$ cat src/rtl/bitblaster_pkg.sv
// Shared encodings for the bitblaster datapath: ALU function codes, opcodes, timesteps, widths.
package bitblaster_pkg;

  localparam int unsigned NREG  = 4;
  localparam int unsigned BUS_W = 10;
  localparam int unsigned IMMW  = 6;
  localparam int unsigned FN_W  = 4;

  // ALU function codes, shared with the ALU
  localparam logic [FN_W-1:0] FN_LOAD = 4'b0000;
  localparam logic [FN_W-1:0] FN_COPY = 4'b0001;
  localparam logic [FN_W-1:0] FN_ADD  = 4'b0010;
  localparam logic [FN_W-1:0] FN_SUB  = 4'b0011;
  localparam logic [FN_W-1:0] FN_INV  = 4'b0100;
  localparam logic [FN_W-1:0] FN_FLP  = 4'b0101;
  localparam logic [FN_W-1:0] FN_AND  = 4'b0110;
  localparam logic [FN_W-1:0] FN_OR   = 4'b0111;
  localparam logic [FN_W-1:0] FN_XOR  = 4'b1000;
  localparam logic [FN_W-1:0] FN_LSL  = 4'b1001;
  localparam logic [FN_W-1:0] FN_LSR  = 4'b1010;
  localparam logic [FN_W-1:0] FN_ASR  = 4'b1011;
  localparam logic [FN_W-1:0] FN_ADDI = 4'b1100;
  localparam logic [FN_W-1:0] FN_SUBI = 4'b1101;

  // Opcode field IR[9:8]
  localparam logic [1:0] OP_RR   = 2'b00;
  localparam logic [1:0] OP_RSV  = 2'b01;
  localparam logic [1:0] OP_ADDI = 2'b10;
  localparam logic [1:0] OP_SUBI = 2'b11;

  typedef enum logic [1:0] {T0, T1, T2, T3} tstep_e;

  // Instruction classes sharing one timestep sequence
  typedef enum logic [2:0] {CLS_NOP, CLS_LD, CLS_CP, CLS_UN, CLS_BIN, CLS_IMM} cls_e;

  // Map an instruction word onto its sequence class
  function automatic cls_e decode_cls(input logic [BUS_W-1:0] ir);
    cls_e c;
    c = CLS_NOP;
    unique case (ir[9:8])
      OP_RR: begin
        case (ir[3:0])
          FN_LOAD:                         c = CLS_LD;
          FN_COPY:                         c = CLS_CP;
          FN_INV, FN_FLP:                  c = CLS_UN;
          FN_ADD, FN_SUB, FN_AND, FN_OR,
          FN_XOR, FN_LSL, FN_LSR, FN_ASR:  c = CLS_BIN;
          default:                         c = CLS_NOP;
        endcase
      end
      OP_RSV:           c = CLS_NOP;
      OP_ADDI, OP_SUBI: c = CLS_IMM;
    endcase
    return c;
  endfunction

endpackage

$ cat src/rtl/alu_controller_dec2to4.sv
// 2-bit register index to one-hot enable decoder; all zero when disabled.
module dec2to4
  import bitblaster_pkg::*;
(
  input  logic [1:0]      sel_i,
  input  logic            en_i,
  output logic [NREG-1:0] y_o
);

  // One-hot decode gated by enable
  always_comb begin
    y_o = '0;
    if (en_i) y_o[sel_i] = 1'b1;
  end

endmodule

$ cat src/rtl/alu_controller.sv
// Instruction sequencer: latches INST on an Exec rise and walks T0..T3 driving bus/ALU controls.
module alu_controller
  import bitblaster_pkg::*;
(
  input  logic             CLKb,
  input  logic             Clear,
  input  logic [BUS_W-1:0] INST,
  input  logic             Exec,
  output logic             IRin,
  output logic [NREG-1:0]  Rin,
  output logic [NREG-1:0]  Rout,
  output logic             ExtOut,
  output logic             IMMout,
  output logic [BUS_W-1:0] IMM,
  output logic             Ain,
  output logic             Gin,
  output logic             Gout,
  output logic [FN_W-1:0]  ALUcont,
  output logic             Done,
  output logic             Busy
);

  tstep_e           state_q, state_d;
  logic [BUS_W-1:0] ir_q, ir_d;
  logic             exec_q;
  logic             start_c;
  cls_e             cls_c;
  logic [1:0]       x_c, y_c;
  logic             rin_en, rout_en;
  logic [1:0]       rin_sel, rout_sel;

  assign start_c = (state_q == T0) && Exec && !exec_q;
  assign cls_c   = decode_cls(ir_q);
  assign x_c     = ir_q[7:6];
  assign y_c     = ir_q[5:4];
  assign IMM     = BUS_W'(ir_q[IMMW-1:0]);
  assign Busy    = (state_q != T0);

  // State, instruction register and Exec history; Clear abandons any instruction in flight
  always_ff @(negedge CLKb) begin
    if (Clear) begin
      state_q <= T0;
      ir_q    <= '0;
      exec_q  <= 1'b0;
    end else begin
      state_q <= state_d;
      ir_q    <= ir_d;
      exec_q  <= Exec;
    end
  end

  // Next timestep and per-timestep control decode
  always_comb begin
    state_d  = state_q;
    ir_d     = ir_q;
    IRin     = 1'b0;
    rin_en   = 1'b0;
    rin_sel  = x_c;
    rout_en  = 1'b0;
    rout_sel = x_c;
    ExtOut   = 1'b0;
    IMMout   = 1'b0;
    Ain      = 1'b0;
    Gin      = 1'b0;
    Gout     = 1'b0;
    ALUcont  = '0;
    Done     = 1'b0;
    unique case (state_q)
      T0: begin
        if (start_c) begin
          IRin    = 1'b1;
          ir_d    = INST;
          state_d = T1;
        end
      end
      T1: begin
        state_d = T0;
        unique case (cls_c)
          CLS_LD: begin
            ExtOut = 1'b1;
            rin_en = 1'b1;
            Done   = 1'b1;
          end
          CLS_CP: begin
            rout_en  = 1'b1;
            rout_sel = y_c;
            rin_en   = 1'b1;
            Done     = 1'b1;
          end
          CLS_UN: begin
            rout_en  = 1'b1;
            rout_sel = y_c;
            Ain      = 1'b1;
            state_d  = T2;
          end
          CLS_BIN, CLS_IMM: begin
            rout_en = 1'b1;
            Ain     = 1'b1;
            state_d = T2;
          end
          default: Done = 1'b1;
        endcase
      end
      T2: begin
        state_d = T3;
        Gin     = 1'b1;
        if (cls_c == CLS_IMM) begin
          IMMout  = 1'b1;
          ALUcont = (ir_q[9:8] == OP_ADDI) ? FN_ADDI : FN_SUBI;
        end else begin
          ALUcont = ir_q[3:0];
          if (cls_c == CLS_BIN) begin
            rout_en  = 1'b1;
            rout_sel = y_c;
          end
        end
      end
      T3: begin
        state_d = T0;
        Gout    = 1'b1;
        rin_en  = 1'b1;
        Done    = 1'b1;
      end
    endcase
  end

  dec2to4 u_rin_dec (
    .sel_i (rin_sel),
    .en_i  (rin_en),
    .y_o   (Rin)
  );

  dec2to4 u_rout_dec (
    .sel_i (rout_sel),
    .en_i  (rout_en),
    .y_o   (Rout)
  );

endmodule

$ cat config.mk
export PLATFORM = sky130hd
export DESIGN_NAME = alu_controller
export DESIGN_NICKNAME = d
export VERILOG_FILES = /design/src/rtl/bitblaster_pkg.sv /design/src/rtl/alu_controller_dec2to4.sv /design/src/rtl/alu_controller.sv
export SDC_FILE = /design/constraint.sdc
export NUM_CORES = 1
export LEC_CHECK = 0
export CAP_MARGIN = 20
export CELL_PAD_IN_SITES_DETAIL_PLACEMENT = 1
export CELL_PAD_IN_SITES_GLOBAL_PLACEMENT = 1
export CORE_ASPECT_RATIO = 1.4
export CORE_UTILIZATION = 30
export DETAILED_ROUTE_END_ITERATION = 12
export PLACE_DENSITY = 0.75
export SETUP_SLACK_MARGIN = 0.02
export SYNTH_ARGS = -nofsm -noshare
export SYNTH_HDL_FRONTEND = slang
export SYNTH_SLANG_ARGS = --single-unit
$ cat constraint.sdc
create_clock -name CLKb -period 2.3 [get_ports CLKb]
set_clock_uncertainty 0.05 [all_clocks]
set_input_delay 0.23 -clock CLKb [delete_from_list [all_inputs] [get_ports CLKb]]
set_output_delay 0.23 -clock CLKb [all_outputs]
set_load 0.005 [all_outputs]
==> summary.txt <==
Power Total - 1.28 mW
min-delay src - ir_q[9]$_SDFFE_NP0N_
post-route ant nets - 0
RSZ-0062 raised after global routing - yes
fin. max-slew vios - 0
mapped cell area - 1100 um2
DR iter-0 viols - 44
Total Routing Usage GR - 0.300
slowest stage cell, crit path - nor4_4
leakage - 1.11 nW
Fin. Hold Viols - 0
WL/cell - 20.9 um
share of layout cells above drive strength 1 - 0.641
met2 WL - 3270 um
vias - 1,504
vias in the first global route - 1,649
crit-path max cell delay - 0.36 ns
CTS sink cnt - 16
DRC violations left - 0
Max-Cap Viols - 0
Max Buffers Root-to-Sink - 2
Ports - 43
# rows - 25
die area - 3920 um2
Ys Warns - 0
Worst path most repeated cell - buf_4
core area - 3440 um2
met3 WL post-DR - 269 um
gp weighted congestion - 0.898
worst setup margin - -1.09 ns
cts-stage hold buffer count - 0
Unique masters post-synth - 43
top-area cell type share of the netlist area - 0.291
die width - 53.2 um
largest net degree at the start of global routing - 14
Most used DFF post-synth - dfxtp_1
startpoint types - flop
Async S/R FF share, synth - 0
uppermost routed layer - met4
clk slew on worst S/H paths - 0.04 ns
critical path required time - 2.02 ns
number of detailed-route iterations in the first pass - 4
final wirelength - 6070 um
status - complete, but fails checks
vias per cell - 5.17
worst skew pair latency - 0.34 ns
Worst Hold Class - flop to flop
Syn Inst Count - 138
top post-synthesis cells by area - dfxtp_1 (29%), buf_4 (7.5%), nand2_1 (7.5%)
H-tree depth - 1
CP Class - flop to primary output
Critical Path Sink Type - primary output
first-pass GRT wire length - 8180 um
Hold Worst Slack - 0.531 ns
post-DP HPWL - 3070 um
flop2flop setup slack - 0.33 ns
share of the yosys chip area belonging to registers - 0.291
synthesized area per cell - 7.99 um2
Final setup viols - 28
Met1 Wirelength - 2340 um
Starting Density - 0.320
Die Ht - 73.7 um
failing checks - negative setup slack
Area Overhead vs Synth - 116%
initial antenna violation count - 0
Ant. Diodes - 0
Final nets - 270
#FFs+latches synth - 16
Min-Delay Endpoint - ir_q[9]$_SDFFE_NP0N_
R2R depth - 10
Synth area leader - dfxtp_1
grt ovf - 0
Power Density - 536 nW/um2
CP arrival - 3.11 ns
critical path cell sequence - nand2b_4 -> nor4_4 -> buf_4 -> a22o_1 -> a32oi_2 -> buf_4 -> nor2_4 -> buf_2
hold path depth - 2
CTS Buf Count - 3
clock root buffer - clkbuf_8
Peak VDD IR - 0.000516 V
EDFF count, synth - 0
fillers - 382
crit-path max FO - 3
Final Core Density - 0.692
CTS tree - built
Buffers on Ports - 38
==> routing by layer <==
metal	global-route usage	up-vias
met2	0.542	70
met3	0.0745	21
met1	0.292	735
li1	-	678
met4	0.184	0
met5	0	-
==> how the worst max path moves through the flow <==
stage                       startpoint      end  slack (ns)  cells after the start
2_1_floorplan  state_q[0]$_SDFFE_NP0P_  Rout[0]       -0.41                      8
3_3_place_gp      ir_q[9]$_SDFFE_NP0N_  Rout[1]       -0.87                      5
3_5_place_dp      ir_q[9]$_SDFFE_NP0N_  Rout[0]       -0.99                      5
4_1_cts                           flop  Rout[3]       -1.07                      8
5_1_grt                           flop  Rout[3]       -1.17                     10
6_report                          flop  Rout[3]       -1.09                      8
==> cell families after synthesis <==
family | count (synthesis) | share of synthesized area
buffers and inverters | 29 | 0.146
adder cells (fa/ha/maj) | 5 | 0.0568
XOR/XNOR | 2 | 0.0159
multiplexers | 2 | 0.0182
AND/OR/NAND/NOR | 53 | 0.276
flip-flops | 16 | 0.291
AO/OA/AOI/OAI | 30 | 0.193
other | 1 | 0.00340
==> layout by cell type, fill, tap and decap left out, types with 5 or more instances in the layout <==
cell | Yosys | layout
inv_1 | 10 | 20
dfxtp_2 | 0 | 9
buf_4 | 11 | 44
inv_4 | 0 | 5
a21oi_2 | 2 | 7
buf_2 | 3 | 14
buf_6 | 1 | 37
nor2_1 | 13 | 9
nand2_1 | 22 | 21
clkdlybuf4s50_1 | 0 | 11
==> cell type report <==
cell class              instances  area [um2]  share of cell area
well taps                      40        50.0              0.0210
multi-input cells              96         856               0.359
inverters                      11        61.3              0.0257
flip-flops and latches         16         347               0.145
clock buffers                   3        41.3              0.0173
repair buffers                108         962               0.404
clock inverters                17        65.1              0.0273
==> report_power, final <==
group	internal (mW)	leakage [nW]	total [mW]	switching [mW]
clock network	0.157	0.107	0.372	0.215
logic	0.307	0.869	0.563	0.256
registers	0.306	0.137	0.343	0.0373
total	0.770	1.11	1.28	0.508
==> worst max-delay path: cells and delay by family (launching register included) <==
| family | cells | cell delay, ns |
|---|---|---|
| AND/OR/NAND/NOR | 3 | 0.57 |
| buffers and inverters | 3 | 0.45 |
| flip-flops | 1 | 0.33 |
| AO/OA/AOI/OAI | 2 | 0.29 |
==> what timing repair did <==
item	4_1_cts	5_1_grt
pin swaps	24	19
hold endpoints to repair	0	0
setup endpoints to repair	41	30
resized for setup	171	29
setup buffers	29	14
==> synth_stat cells, drive strengths merged, types with 2 or more instances <==
master and instances:
nand2 22, dfxtp 16, buf 15, nor2 14, a21oi 13, inv 12
ha 5, nor3 3, nor3b 3, clkbuf 2, mux2i 2, nor4 2
o21a 2, o21ai 2, o221a 2, o31ai 2, or3 2, xor2 2
==> stage by stage <==
| step | setup TNS (ns) | cell area (um2) | cells | setup WS (ns) |
|---|---|---|---|---|
| after floorplan | -4.51 | 1200 | 141 | -0.412 |
| after global placement | -25.15 | 1780 | 239 | -0.869 |
| after detailed placement | -27.04 | 1780 | 239 | -0.992 |
| after CTS | -15.61 | 2230 | 283 | -1.07 |
| after global routing | -18.60 | 2380 | 291 | -1.17 |
| final | -17.09 | 2380 | 291 | -1.09 |
No activity file was read; power rests on OpenSTA's default activity.
